<file path="config.mk">
export PLATFORM = sky130hd
export DESIGN_NAME = mem_access_unit_flat
export DESIGN_NICKNAME = d
export VERILOG_FILES = /design/src/rtl/mem_access_unit_if.sv /design/src/rtl/mem_access_unit.sv /design/src/flat_wrapper.sv
export SDC_FILE = /design/constraint.sdc
export NUM_CORES = 1
export LEC_CHECK = 0
export BUFFER_PORTS_ARGS = -buffer_cell sky130_fd_sc_hd__buf_2
export CORE_MARGIN = 8
export CORE_UTILIZATION = 45
export CTS_BUF_LIST = sky130_fd_sc_hd__clkbuf_4 sky130_fd_sc_hd__clkbuf_8 sky130_fd_sc_hd__clkbuf_16
export CTS_CLUSTER_SIZE = 12
export DETAILED_ROUTE_END_ITERATION = 16
export PLACE_DENSITY = 0.71
export SYNTH_ARGS = -nofsm -noshare
export SYNTH_HDL_FRONTEND = slang
export SYNTH_SLANG_ARGS = --single-unit
</file>
<file path="constraint.sdc">
create_clock -name clk -period 2.71 [get_ports clk]
set_input_delay 0.542 -clock clk [delete_from_list [all_inputs] [get_ports clk]]
set_output_delay 0.542 -clock clk [all_outputs]
set_load 0.02 [all_outputs]
</file>
<file path="src/rtl/mem_access_unit_if.sv">
// ----------------------------------------------------------------------------
// mem_access_unit_if
// Purpose : bundles the CPU request/response channel and the 64-bit data
//           memory channel of mem_access_unit into one interface.
// Signals : req_*  - CPU access request (valid/ready handshake)
//           resp_* - one-cycle response pulse with load data / error flag
//           mem_*  - doubleword-wide memory strobes, address and data
// Modports: slave  - the access unit's view
//           master - the requester/memory side (CPU + memory model)
// ----------------------------------------------------------------------------
interface mem_access_unit_if;
   logic        req_valid;
   logic        req_ready;
   logic        req_write;
   logic [1:0]  req_size;
   logic        req_unsigned;
   logic [63:0] req_addr;
   logic [63:0] req_wdata;
   logic        resp_valid;
   logic [63:0] resp_rdata;
   logic        resp_err;
   logic        mem_read;
   logic        mem_write;
   logic [63:0] mem_addr;
   logic [63:0] mem_wdata;
   logic [63:0] mem_rdata;

   modport slave (
      input  req_valid, req_write, req_size, req_unsigned, req_addr, req_wdata,
      output req_ready,
      output resp_valid, resp_rdata, resp_err,
      output mem_read, mem_write, mem_addr, mem_wdata,
      input  mem_rdata
   );

   modport master (
      output req_valid, req_write, req_size, req_unsigned, req_addr, req_wdata,
      input  req_ready,
      input  resp_valid, resp_rdata, resp_err,
      input  mem_read, mem_write, mem_addr, mem_wdata,
      output mem_rdata
   );
endinterface

</file>
<file path="src/rtl/mem_access_unit.sv">
// ----------------------------------------------------------------------------
// mem_access_unit
// Purpose : converts byte/half/word/doubleword CPU loads and stores into
//           accesses on a 64-bit data memory. Loads extract and extend one
//           little-endian lane; partial stores do a read-modify-write;
//           misaligned requests are answered with an error and never touch
//           memory.
// Ports   : clk     - rising-edge clock shared with the data memory
//           reset_n - synchronous active-low reset
//           bus     - mem_access_unit_if.slave (request, response, memory)
// ----------------------------------------------------------------------------
module mem_access_unit (
   input logic              clk,
   input logic              reset_n,
   mem_access_unit_if.slave bus
);

   typedef enum logic [2:0] {
      S_IDLE   = 3'd0,
      S_RD     = 3'd1,
      S_RMW_RD = 3'd2,
      S_WR     = 3'd3,
      S_RESP   = 3'd4
   } state_t;

   state_t      state_q;
   logic [1:0]  size_q;
   logic        uns_q;
   logic [63:0] addr_q;
   logic [63:0] wdata_q;
   logic        req_ready_q;
   logic        mem_read_q;
   logic        mem_write_q;
   logic [63:0] mem_addr_q;
   logic [63:0] mem_wdata_q;
   logic        resp_valid_q;
   logic [63:0] resp_rdata_q;
   logic        resp_err_q;

   // Byte is always aligned; larger sizes need their low address bits clear.
   function automatic logic is_misaligned(input logic [1:0] size, input logic [2:0] a);
      is_misaligned = 1'b0;
      case (size)
         2'd1:    is_misaligned = a[0];
         2'd2:    is_misaligned = |a[1:0];
         2'd3:    is_misaligned = |a[2:0];
         default: is_misaligned = 1'b0;
      endcase
   endfunction

   // Mask of the low bytes covered by an access of the given size.
   function automatic logic [63:0] size_mask(input logic [1:0] size);
      size_mask = 64'hFFFF_FFFF_FFFF_FFFF;
      case (size)
         2'd0:    size_mask = 64'h0000_0000_0000_00FF;
         2'd1:    size_mask = 64'h0000_0000_0000_FFFF;
         2'd2:    size_mask = 64'h0000_0000_FFFF_FFFF;
         default: size_mask = 64'hFFFF_FFFF_FFFF_FFFF;
      endcase
   endfunction

   // Right-justify the lane starting at byte 'off', then sign/zero extend.
   function automatic logic [63:0] extract_lane(input logic [63:0] dw, input logic [2:0] off,
                                                input logic [1:0] size, input logic uns);
      logic [63:0] s;
      s = dw >> {off, 3'b000};
      extract_lane = s;
      case (size)
         2'd0:    extract_lane = uns ? {56'd0, s[7:0]}  : {{56{s[7]}},  s[7:0]};
         2'd1:    extract_lane = uns ? {48'd0, s[15:0]} : {{48{s[15]}}, s[15:0]};
         2'd2:    extract_lane = uns ? {32'd0, s[31:0]} : {{32{s[31]}}, s[31:0]};
         default: extract_lane = s;
      endcase
   endfunction

   // Replace the store lane(s) of the read doubleword with the store data.
   function automatic logic [63:0] merge_lane(input logic [63:0] dw, input logic [63:0] wd,
                                              input logic [2:0] off, input logic [1:0] size);
      logic [63:0] m;
      m = size_mask(size);
      merge_lane = (dw & ~(m << {off, 3'b000})) | ((wd & m) << {off, 3'b000});
   endfunction

   // Access FSM; every output is registered alongside the state.
   always_ff @(posedge clk) begin
      if (!reset_n) begin
         state_q      <= S_IDLE;
         size_q       <= 2'd0;
         uns_q        <= 1'b0;
         addr_q       <= 64'd0;
         wdata_q      <= 64'd0;
         req_ready_q  <= 1'b1;
         mem_read_q   <= 1'b0;
         mem_write_q  <= 1'b0;
         mem_addr_q   <= 64'd0;
         mem_wdata_q  <= 64'd0;
         resp_valid_q <= 1'b0;
         resp_rdata_q <= 64'd0;
         resp_err_q   <= 1'b0;
      end else begin
         case (state_q)
            S_IDLE: begin
               if (bus.req_valid) begin
                  size_q      <= bus.req_size;
                  uns_q       <= bus.req_unsigned;
                  addr_q      <= bus.req_addr;
                  wdata_q     <= bus.req_wdata;
                  req_ready_q <= 1'b0;
                  if (is_misaligned(bus.req_size, bus.req_addr[2:0])) begin
                     state_q      <= S_RESP;
                     resp_valid_q <= 1'b1;
                     resp_err_q   <= 1'b1;
                     resp_rdata_q <= 64'd0;
                  end else if (!bus.req_write) begin
                     state_q    <= S_RD;
                     mem_read_q <= 1'b1;
                     mem_addr_q <= {bus.req_addr[63:3], 3'b000};
                  end else if (bus.req_size == 2'd3) begin
                     // Full doubleword needs no read-back.
                     state_q     <= S_WR;
                     mem_write_q <= 1'b1;
                     mem_addr_q  <= {bus.req_addr[63:3], 3'b000};
                     mem_wdata_q <= bus.req_wdata;
                  end else begin
                     state_q    <= S_RMW_RD;
                     mem_read_q <= 1'b1;
                     mem_addr_q <= {bus.req_addr[63:3], 3'b000};
                  end
               end else begin
                  state_q <= S_IDLE;
               end
            end
            S_RD: begin
               state_q      <= S_RESP;
               mem_read_q   <= 1'b0;
               mem_addr_q   <= 64'd0;
               resp_valid_q <= 1'b1;
               resp_rdata_q <= extract_lane(bus.mem_rdata, addr_q[2:0], size_q, uns_q);
            end
            S_RMW_RD: begin
               // Address stays put: the write targets the same doubleword.
               state_q     <= S_WR;
               mem_read_q  <= 1'b0;
               mem_write_q <= 1'b1;
               mem_wdata_q <= merge_lane(bus.mem_rdata, wdata_q, addr_q[2:0], size_q);
            end
            S_WR: begin
               state_q      <= S_RESP;
               mem_write_q  <= 1'b0;
               mem_addr_q   <= 64'd0;
               mem_wdata_q  <= 64'd0;
               resp_valid_q <= 1'b1;
               resp_rdata_q <= 64'd0;
            end
            S_RESP: begin
               state_q      <= S_IDLE;
               resp_valid_q <= 1'b0;
               resp_rdata_q <= 64'd0;
               resp_err_q   <= 1'b0;
               req_ready_q  <= 1'b1;
            end
            default: begin
               state_q      <= S_IDLE;
               req_ready_q  <= 1'b1;
               mem_read_q   <= 1'b0;
               mem_write_q  <= 1'b0;
               mem_addr_q   <= 64'd0;
               mem_wdata_q  <= 64'd0;
               resp_valid_q <= 1'b0;
               resp_rdata_q <= 64'd0;
               resp_err_q   <= 1'b0;
            end
         endcase
      end
   end

   assign bus.req_ready  = req_ready_q;
   assign bus.resp_valid = resp_valid_q;
   assign bus.resp_rdata = resp_rdata_q;
   assign bus.resp_err   = resp_err_q;
   // Strobes gated by reset_n so a store caught by reset never commits.
   assign bus.mem_read   = mem_read_q & reset_n;
   assign bus.mem_write  = mem_write_q & reset_n;
   assign bus.mem_addr   = mem_addr_q;
   assign bus.mem_wdata  = mem_wdata_q;

endmodule

</file>
<file path="src/flat_wrapper.sv">
// flat-port wrapper written by rule: the top's interface ports become plain ports
module mem_access_unit_flat 
  (clk, reset_n, bus_req_valid, bus_req_write, bus_req_size, bus_req_unsigned, bus_req_addr, bus_req_wdata, bus_req_ready, bus_resp_valid, bus_resp_rdata, bus_resp_err, bus_mem_read, bus_mem_write, bus_mem_addr, bus_mem_wdata, bus_mem_rdata);
  mem_access_unit_if bus_i ();
  input logic clk;
  input logic reset_n;
  input wire logic [$bits(bus_i.req_valid)-1:0] bus_req_valid;
  input wire logic [$bits(bus_i.req_write)-1:0] bus_req_write;
  input wire logic [$bits(bus_i.req_size)-1:0] bus_req_size;
  input wire logic [$bits(bus_i.req_unsigned)-1:0] bus_req_unsigned;
  input wire logic [$bits(bus_i.req_addr)-1:0] bus_req_addr;
  input wire logic [$bits(bus_i.req_wdata)-1:0] bus_req_wdata;
  output wire logic [$bits(bus_i.req_ready)-1:0] bus_req_ready;
  output wire logic [$bits(bus_i.resp_valid)-1:0] bus_resp_valid;
  output wire logic [$bits(bus_i.resp_rdata)-1:0] bus_resp_rdata;
  output wire logic [$bits(bus_i.resp_err)-1:0] bus_resp_err;
  output wire logic [$bits(bus_i.mem_read)-1:0] bus_mem_read;
  output wire logic [$bits(bus_i.mem_write)-1:0] bus_mem_write;
  output wire logic [$bits(bus_i.mem_addr)-1:0] bus_mem_addr;
  output wire logic [$bits(bus_i.mem_wdata)-1:0] bus_mem_wdata;
  input wire logic [$bits(bus_i.mem_rdata)-1:0] bus_mem_rdata;
  assign bus_i.req_valid = bus_req_valid;
  assign bus_i.req_write = bus_req_write;
  assign bus_i.req_size = bus_req_size;
  assign bus_i.req_unsigned = bus_req_unsigned;
  assign bus_i.req_addr = bus_req_addr;
  assign bus_i.req_wdata = bus_req_wdata;
  assign bus_req_ready = bus_i.req_ready;
  assign bus_resp_valid = bus_i.resp_valid;
  assign bus_resp_rdata = bus_i.resp_rdata;
  assign bus_resp_err = bus_i.resp_err;
  assign bus_mem_read = bus_i.mem_read;
  assign bus_mem_write = bus_i.mem_write;
  assign bus_mem_addr = bus_i.mem_addr;
  assign bus_mem_wdata = bus_i.mem_wdata;
  assign bus_i.mem_rdata = bus_mem_rdata;
  mem_access_unit u_core (.clk(clk), .reset_n(reset_n), .bus(bus_i));
endmodule
</file>
==> results.txt, run 1 <==
synthesized area per cell = 7.93 sq um
ys async rst share = 0%
Hold WC Path Type = input port to register
crit path capture type = register
die height = 191 um
cell area after placement = 16300 sq um
Peak Freq = 406 MHz
Primary FF master, synth = dfxtp_1
Die ar. = 36400 sq um
H-tree depth = 1
Post-CTS Setup Inserts = 0
vias = 15097
Final setup viols = 0
Power Density = 629 nW/um^2
Final ANT Viol Nets = 0
vias in the first global route = 14273
EDFF count, synth = 0
CTS tree = built
post-synthesis register bit count = 267
row count = 64
Max IR drop VDD = 0.477 mV
drt wl/cell = 23.9 um
Crit Path Max Fanout = 33
clk buf depth = 3
Final Max Tran Viols = 0
Ports = 396
Layout fillers = 2883
LEAKAGE = 7.56 nW
cell area after layout = 17300 sq um
Final min period = 2460 ps
Overflow after GRT = 0
Clock Sinks = 267
Tcrit/Tclk final = 90.8%
initial antenna violation count = 8
unrepaired setup endpoints after global routing = false
crit start category = register
Seq/Total Area, Yosys = 38.9%
Iter 0 DRT Violations = 1710
Die X = 191 um
total negative setup slack = 0 ps
Critical Path RT = 3140 ps
final WL = 60.4 mm
Unique masters post-synth = 58
NumNets Final = 2302
I/O Buffers = 392
gp weighted congestion = 0.987
Setup CP Type = register to register
drt drc = 0
final hold slack = 232 ps
CTS clk-pin slew, worst paths = 60 ps
share of layout cells above drive strength 1 = 28.5%
Hold Fails Final Rpt = 0
first-pass GRT wire length = 89.1 mm
TritonCTS buffer count = 29
area delta synth->final = 26.2%
DR pass1 iterations = 8
Layout Skew = 14.5 ps
Gate Count Post-Synth = 1732
post_cts resized = 0
Skew-Pair Late Insertion Delay = 550 ps
HPWL Detailed = 46.9 mm
Slew headroom = 30.9%
Initial Utilization = 45.3%
status = finished clean
Design Power = 0.0109 W
Synth Warn # = 0
CTS Hold Bufs = 0
pin count of the biggest net entering global routing = 107
worst-margin pin slew = 1040 ps
GRT Total Usage = 31.6%
Core Area = 30300 sq um
CTS root buf = clkbuf_16
cell area after synthesis = 13700 sq um
Max Cap Viol = 0
crit path DAT = 2890 ps
via/cell ratio = 5.98
-- Yosys cell counts (17+ instances only) --
| library cell | n | area (sq um) |
|---|---|---|
| nand2_1 | 394 | 1480 |
| dfxtp_1 | 267 | 5350 |
| o21ai_0 | 160 | 801 |
| nor2_1 | 86 | 323 |
| a21oi_1 | 77 | 385 |
| clkbuf_1 | 75 | 282 |
| a22oi_1 | 71 | 533 |
| a21boi_0 | 70 | 526 |
| nand3_1 | 66 | 330 |
| mux2i_1 | 65 | 651 |
| buf_2 | 43 | 215 |
| o21ai_1 | 39 | 195 |
| mux2_2 | 32 | 360 |
| a211oi_1 | 30 | 225 |
| nor2b_1 | 26 | 163 |
| a22o_1 | 18 | 158 |
| a31oi_1 | 17 | 106 |
-- critical path, stage by stage (launching register included) --
cell      delay [ps]
dfxtp_4          610
buf_12           220
mux2i_1          250
nor2_1            60
a221oi_1         490
a21oi_1          140
a221oi_1         310
buf_4            180
o21ai_0           70
-- placed cells by master, fill, tap and decap left out, types with 26 or more instances in the layout --
cell,n
a211oi_1,30
a21boi_0,70
a21oi_1,77
a22oi_1,71
buf_2,391
buf_4,94
clkbuf_16,31
dfxtp_1,264
mux2_2,32
mux2i_1,65
nand2_1,392
nand3_1,66
nor2_1,85
nor2b_1,26
o21ai_0,160
o21ai_1,39
-- registers in the layout, summed over array words and instances (netlist names), 2 cells and up --
name and cells:
u_core.bus.mem_wdata 64, u_core.addr_q 3, u_core.wdata_q 64, u_core.bus.resp_rdata 64, u_core.state_q 3, u_core.size_q 2, u_core.bus.mem_addr 61
-- final timing paths --
check / from / to / slack, ps / cells after the start
max: u_core.addr_q[0]$_SDFFE_PN0P_ / u_core.bus.mem_wdata[48]$_SDFFE_PN0P_ / 250 / 8
max reg2reg: u_core.addr_q[0]$_SDFFE_PN0P_ / u_core.bus.mem_wdata[48]$_SDFFE_PN0P_ / 250 / 8
min: bus_req_wdata[61] / u_core.bus.mem_wdata[61]$_SDFFE_PN0P_ / 230 / 2
min reg2reg: u_core.bus.resp_rdata[34]$_SDFFE_PN0P_ / u_core.bus.resp_rdata[34]$_SDFFE_PN0P_ / 440 / 2
-- power breakdown --
group	internal (W)	switching, W	total, W
logic	0.000867	0.00158	0.00245
clock network	0.00242	0.00163	0.00406
registers	0.00417	0.000227	0.00440
-- metrics by stage --
| step | util (%) | instances | setup slack (ps) |
|---|---|---|---|
| after global routing | 57.1 | 2522 | 138 |
| after detailed placement | 53.8 | 2468 | 272 |
| after CTS | 57.1 | 2519 | 294 |
| final | 57.1 | 2524 | 249 |
| after global placement | 53.8 | 2468 | 331 |
| after floorplan | - | 1734 | 743 |
-- final cells by class --
| class | instances | area, sq um | area share [%] |
|---|---|---|---|
| timing repair buffer | 492 | 2800 | 16.2 |
| antenna | 5 | 12.5 | 0.0722 |
| clock inverter | 4 | 48.8 | 0.282 |
| inverter | 8 | 30.0 | 0.173 |
| clock buffer | 47 | 927 | 5.35 |
| sequential | 267 | 5350 | 30.9 |
| multi-input combinational | 1305 | 7660 | 44.2 |
| tap | 396 | 495 | 2.86 |
-- cell families after synthesis --
group	synth area share (%)
multiplexers	8.51
flip-flops	38.9
AO/OA/AOI/OAI	28.1
AND/OR/NAND/NOR	18.7
buffers and inverters	5.72
other	0.0273
-- metal layers --
layer  part of all wire [%]  routed length [um]  GRT usage [%]  vias to the layer above
met4                    3.9                2380           12.7                        8
met3                     12                7150           8.58                      136
met1                     41               24600           41.9                     7091
met2                     43               26200           48.0                      925
met5                  0.081                  49              0                        -
li1                       -                   -              -                     6937
No activity file was read; power rests on OpenSTA's default activity.
==> run 2: changes to the inputs <==
Settings changed: CORE_ASPECT_RATIO set to 1.75.
==> run 2 against run 1 <==
Via count decreased by 0.50%. Sequential share of layout area increased by 0.36 points. Sequential power about the same. Largest cell class unchanged. Critical endpoint is now u_core.bus.resp_rdata[2]$_SDFFE_PN0P_. Clock skew decreased by 6.1 ps.
==> results.txt, run 2 (same netlist as run 1, synthesis figures left out) <==
status = finished clean
PnR worst setup slack = 70.7 ps (-178 ps)
post_cts resized = 0 (unchanged)
Crit Path Max Fanout = 46 (+39%)
Slew headroom = 36.9% (+6.0 points)
NumNets Final = 2295 (-0.30%)
unrepaired setup endpoints after global routing = false
Post-CTS Setup Inserts = 0 (unchanged)
GRT Total Usage = 33.7% (+2.1 points)
Die ar. = 36600 sq um (+0.61%)
via/cell ratio = 6.03 (+0.74%)
gp weighted congestion = 1.02 (+3.6%)
Layout Skew = 8.41 ps (-6.07 ps)
drt wl/cell = 25.8 um (+7.7%)
vias = 15022 (-0.50%)
crit path capture type = register
Seq pwr share = 42.3% (+1.9 points)
Overflow after GRT = 0 (unchanged)
H-tree depth = 1 (unchanged)
LEAKAGE = 7.45 nW (-1.5%)
vias in the first global route = 14928 (+4.6%)
DR pass1 iterations = 6 (-2)
area delta synth->final = 24.7%
worst-margin pin slew = 943 ps (-93.5 ps)
Die X = 148 um (-22%)
die height = 247 um (+30%)
Core Area = 30100 sq um (-0.96%)
Clock Sinks = 267 (unchanged)
Final setup viols = 0 (unchanged)
row count = 84 (+31%)
cell area after placement = 16300 sq um (about the same)
Ports = 396 (unchanged)
final WL = 64.2 mm (+6.3%)
Design Power = 0.0105 W (-4.1%)
CTS root buf = clkbuf_16
Final Max Tran Viols = 0 (unchanged)
Initial Utilization = 45.7% (+0.44 points)
pin count of the biggest net entering global routing = 98 (-8.4%)
most frequent cells in the layout = nand2_1, buf_2, dfxtp_1
final hold slack = 226 ps (-5.42 ps)
drt drc = 0 (unchanged)
clk buf depth = 3 (unchanged)
HPWL Detailed = 50.6 mm (+7.8%)
Iter 0 DRT Violations = 1168 (-32%)
Psw = 0.00341 W (-0.98%)
Tcrit/Tclk final = 97.4% (+6.6 points)
CTS tree = built
share of layout cells above drive strength 1 = 27.9% (-0.65 points)
Gate power share = 23.7% (+1.3 points)
Post-Place Worst Slack = -15.4 ps (-287 ps)
Power Density = 610 nW/um^2 (-3.0%)
clock power share = 34.0% (-3.2 points)
TritonCTS buffer count = 27 (-6.9%)
CTS clk-pin slew, worst paths = 60 ps (about the same)
Skew-Pair Late Insertion Delay = 550 ps (about the same)
Hold WC Path Type = input port to register
Max IR drop VDD = 0.499 mV (+4.6%)
first-pass GRT wire length = 93.3 mm (+4.7%)
CTS Hold Bufs = 0 (unchanged)
Hold Fails Final Rpt = 0 (unchanged)
Critical Path RT = 3150 ps (about the same)
Setup CP Type = register to register
crit path DAT = 3080 ps (+190 ps)
internal power = 0.00705 W (-5.6%)
most common cell after layout, fill and taps aside = nand2_1
Max Cap Viol = 0 (unchanged)
switch share = 32.6% (+1.0 points)
Final ANT Viol Nets = 0 (unchanged)
Final min period = 2640 ps (+178 ps)
Peak Freq = 379 MHz (-6.8%)
crit start category = register
cell area after layout = 17100 sq um (-1.2%)
I/O Buffers = 392 (unchanged)
initial antenna violation count = 1 (-7)
==> run 2: cell types whose count changed in the layout (fill, tap and decap cells not counted) <==
cell / delta
buf_4: -8
clkbuf_4: -8
clkbuf_16: -4
buf_12: +3
diode_2: -3
clkbuf_8: -1
clkinv_4: -1
==> run 2: path summary, 6_finish.rpt <==
check	slack (ps)	from	cells past startpoint	to
worst max-delay path	70	u_core.addr_q[0]$_SDFFE_PN0P_	6	u_core.bus.resp_rdata[2]$_SDFFE_PN0P_
worst min-delay path	230	bus_req_addr[52]	3	u_core.bus.mem_addr[52]$_SDFFE_PN0P_
worst max register to register	70	u_core.addr_q[0]$_SDFFE_PN0P_	6	u_core.bus.resp_rdata[2]$_SDFFE_PN0P_
worst min register to register	440	u_core.bus.resp_rdata[46]$_SDFFE_PN0P_	2	u_core.bus.resp_rdata[46]$_SDFFE_PN0P_
==> run 2: cell type report <==
cell class	count	area [sq um]
timing repair buffer	487	2800
clock inverter	3	40.0
clock buffer	34	753
antenna	2	5.00
multi-input combinational	1305	7660
fill	2900	12900
sequential	267	5350
tap	387	484
inverter	8	30.0
==> run 2: metal layers <==
| metal | vias to the layer above | part of all wire, % | wire, um | GRT usage (%) |
|---|---|---|---|---|
| met5 | - | 0.020 | 13 | 0 |
| met4 | 2 | 9.3 | 5950 | 28.4 |
| met2 | 871 | 49 | 31300 | 58.1 |
| li1 | 6916 | - | - | - |
| met1 | 7002 | 34 | 22000 | 34.7 |
| met3 | 231 | 7.7 | 4930 | 6.57 |
==> run 2: metrics by stage <==
| stage | util (%) | cells | TNS (ps) |
|---|---|---|---|
| global placement | 54.3 | 2454 | 0 |
| finish | 57.0 | 2493 | 0 |
| detailed placement | 54.3 | 2454 | -15.4 |
| CTS | 57.0 | 2491 | 0 |
| floorplan | - | 1734 | 0 |
| global route | 57.0 | 2491 | 0 |
==> run 2: worst max-delay path: stages, from the launching register on <==
cell and delay, ps:
dfxtp_4 660, buf_12 330, mux2_2 440, a21oi_1 460, o21ai_0 330, a22oi_1 220, nor2b_1 60
==> run 2: power by group through the flow <==
stage                     Combinational (W)  Sequential [W]  Clock, W
final                               0.00248         0.00442   0.00356
after detailed placement            0.00244         0.00449         0
after global routing                0.00262         0.00444   0.00376
after global placement              0.00242         0.00449         0
after CTS                           0.00244         0.00441   0.00362
after floorplan                     0.00128         0.00458         0
==> run 3: changes to the inputs <==
Clock period 2.71 ns to 3 ns, I/O delays scaled along.
==> run 3 against run 2 <==
Combinational power fell by 11%. Hold slack improved by 66 ps. Clock power decreased by 14%. Non-clock buffer count down 9. Count of clock-buffer cells in the layout unchanged. Global-route usage decreased by 0.70 points. Register-to-register slack lost 30 ps.
==> results.txt, run 3 (same netlist as run 1, synthesis figures left out) <==
Setup CP Type = register to register
crit path capture type = register
pin count of the biggest net entering global routing = 123 (+26%)
Peak Freq = 337 MHz (-11%)
worst hold start = bus_req_addr[46]
cell area after placement = 16200 sq um (-0.49%)
multi-input logic area = 7660 sq um (unchanged)
clock power share = 33.0% (-1.0 points)
WL met3 = 5.68 mm (+15%)
Setup crit end = u_core.bus.mem_wdata[37]$_SDFFE_PN0P_
DR pass1 iterations = 6 (unchanged)
Clock Sinks = 267 (unchanged)
CTS root buf = clkbuf_16
cells on worst reg2reg path = 7 (+1)
Max IR drop VDD = 0.444 mV (-11%)
I/O Buffers = 392 (unchanged)
CTS clk-pin slew, worst paths = 60 ps (about the same)
area delta synth->final = 23.8%
Seq pwr share = 43.1% (+0.8 points)
most frequent cells in the layout = nand2_1, buf_2, dfxtp_1
WHS Path Cells = 3 (unchanged)
H-tree depth = 1 (unchanged)
vias in the first global route = 14868 (-0.40%)
Gate power share = 23.9% (+0.2 points)
Tcrit/Tclk final = 98.8% (+1.4 points)
most common cell after layout, fill and taps aside = nand2_1
Final ANT Viol Nets = 0 (unchanged)
Slew headroom = 26.3% (-11 points)
Initial Utilization = 45.7% (unchanged)
R2R setup slack = 40 ps (-30 ps)
CP startpoint = u_core.addr_q[0]$_SDFFE_PN0P_
crit start category = register
HPWL Detailed = 48.7 mm (-3.8%)
LEAKAGE = 7.38 nW (-0.96%)
Psw = 0.00301 W (-12%)
drt drc = 0 (unchanged)
row count = 84 (unchanged)
internal power = 0.00623 W (-12%)
crit path DAT = 3400 ps (+320 ps)
share of layout cells above drive strength 1 = 27.5% (-0.41 points)
switch share = 32.6% (about the same)
unrepaired setup endpoints after global routing = false
Final Max Tran Viols = 0 (unchanged)
Layout fillers = 2964 (+2.2%)
Final min period = 2960 ps (+324 ps)
Iter 0 DRT Violations = 1384 (+18%)
RR Endpoint = u_core.bus.mem_wdata[37]$_SDFFE_PN0P_
cell area after layout = 17000 sq um (-0.69%)
initial antenna violation count = 7 (+6)
Hold WC Path Type = input port to register
Power Density = 543 nW/um^2 (-11%)
Overflow after GRT = 0 (unchanged)
total negative setup slack = 0 ps (unchanged)
RR Startpoint = u_core.addr_q[0]$_SDFFE_PN0P_
worst-margin pin slew = 1110 ps (+163 ps)
final WL = 62.8 mm (-2.2%)
clk buf depth = 3 (unchanged)
via/cell ratio = 5.99 (-0.59%)
Die ar. = 36600 sq um (unchanged)
die height = 247 um (unchanged)
TritonCTS buffer count = 26 (-3.7%)
Crit Path Max Fanout = 54 (+17%)
Ports = 396 (unchanged)
met1 WL = 21.6 mm (-1.7%)
Final setup viols = 0 (unchanged)
vias = 14879 (-0.95%)
post_cts resized = 0 (unchanged)
CTS tree = built
Core Area = 30100 sq um (unchanged)
register area = 5350 sq um (unchanged)
Post-CTS Setup Inserts = 0 (unchanged)
DR top layer = met5
GRT Total Usage = 33.0% (-0.70 points)
gp weighted congestion = 1.06 (+4.0%)
Hold Fails Final Rpt = 0 (unchanged)
Critical Path RT = 3440 ps (+290 ps)
Die X = 148 um (unchanged)
drt wl/cell = 25.3 um (-1.8%)
CTS Hold Bufs = 0 (unchanged)
Layout Skew = 7.83 ps (-0.578 ps)
NumNets Final = 2285 (-0.44%)
met2 wire length = 30.4 mm (-3.1%)
Max Cap Viol = 0 (unchanged)
first-pass GRT wire length = 91.8 mm (-1.5%)
status = finished clean
Skew-Pair Late Insertion Delay = 550 ps (about the same)
[run 3: changes by cell type in the layout (fill, tap and decap cells not counted)]
| cell | change |
|---|---|
| diode_2 | +3 |
| clkinv_2 | -2 |
| bufinv_16 | -1 |
| buf_12 | -1 |
| buf_4 | -8 |
| clkbuf_4 | +1 |
| clkbuf_8 | -1 |
[run 3: final cells by class]
class	count	share of cell area, %
antenna	5	0.0736
clock buffer	34	4.39
inverter	8	0.177
multi-input combinational	1305	45.0
sequential	267	31.5
tap	387	2.85
timing repair buffer	478	16.0
[run 3: routing by layer]
layer | GRT usage (%) | vias to the layer above
li1 | - | 6889
met1 | 34.4 | 6888
met2 | 56.6 | 866
met3 | 7.83 | 230
met4 | 25.0 | 6
met5 | 0 | -
[run 3: critical path, cell delays in order, from the launching register on]
cell      delay [ps]
dfxtp_4          490
buf_12           270
nand2_1          140
nor2_1            70
buf_4            180
a221oi_1         940
a31oi_1          360
a221o_1          350
[run 3: through the flow]
step,util (%),instances,hold slack [ps],power (W),setup slack [ps]
after floorplan,-,1734,443,0.00529,976
after global placement,54.1,2445,431,0.00618,440
after detailed placement,54.1,2445,436,0.00621,453
after CTS,56.5,2479,278,0.00922,428
after global routing,56.6,2483,293,0.00956,161
final,56.6,2484,292,0.00924,36.7
[run 3: worst min path at each step]
stage,endpoint,slack [ps]
2_1_floorplan,u_core.wdata_q[56]$_SDFFE_PN0P_,440
3_3_place_gp,u_core.bus.resp_rdata[63]$_SDFFE_PN0P_,430
3_5_place_dp,u_core.bus.resp_rdata[46]$_SDFFE_PN0P_,440
4_1_cts,u_core.bus.mem_addr[7]$_SDFFE_PN0P_,280
5_1_grt,u_core.bus.mem_addr[22]$_SDFFE_PN0P_,290
6_report,u_core.bus.mem_addr[46]$_SDFFE_PN0P_,290
[run 3: power groups by stage]
| stage | logic, W | clock network [W] | registers, W |
|---|---|---|---|
| 2_1_floorplan | 0.00115 | 0 | 0.00414 |
| 3_3_place_gp | 0.00214 | 0 | 0.00404 |
| 3_5_place_dp | 0.00216 | 0 | 0.00405 |
| 4_1_cts | 0.00216 | 0.00309 | 0.00398 |
| 5_1_grt | 0.00235 | 0.00321 | 0.00400 |
| 6_report | 0.00221 | 0.00305 | 0.00398 |
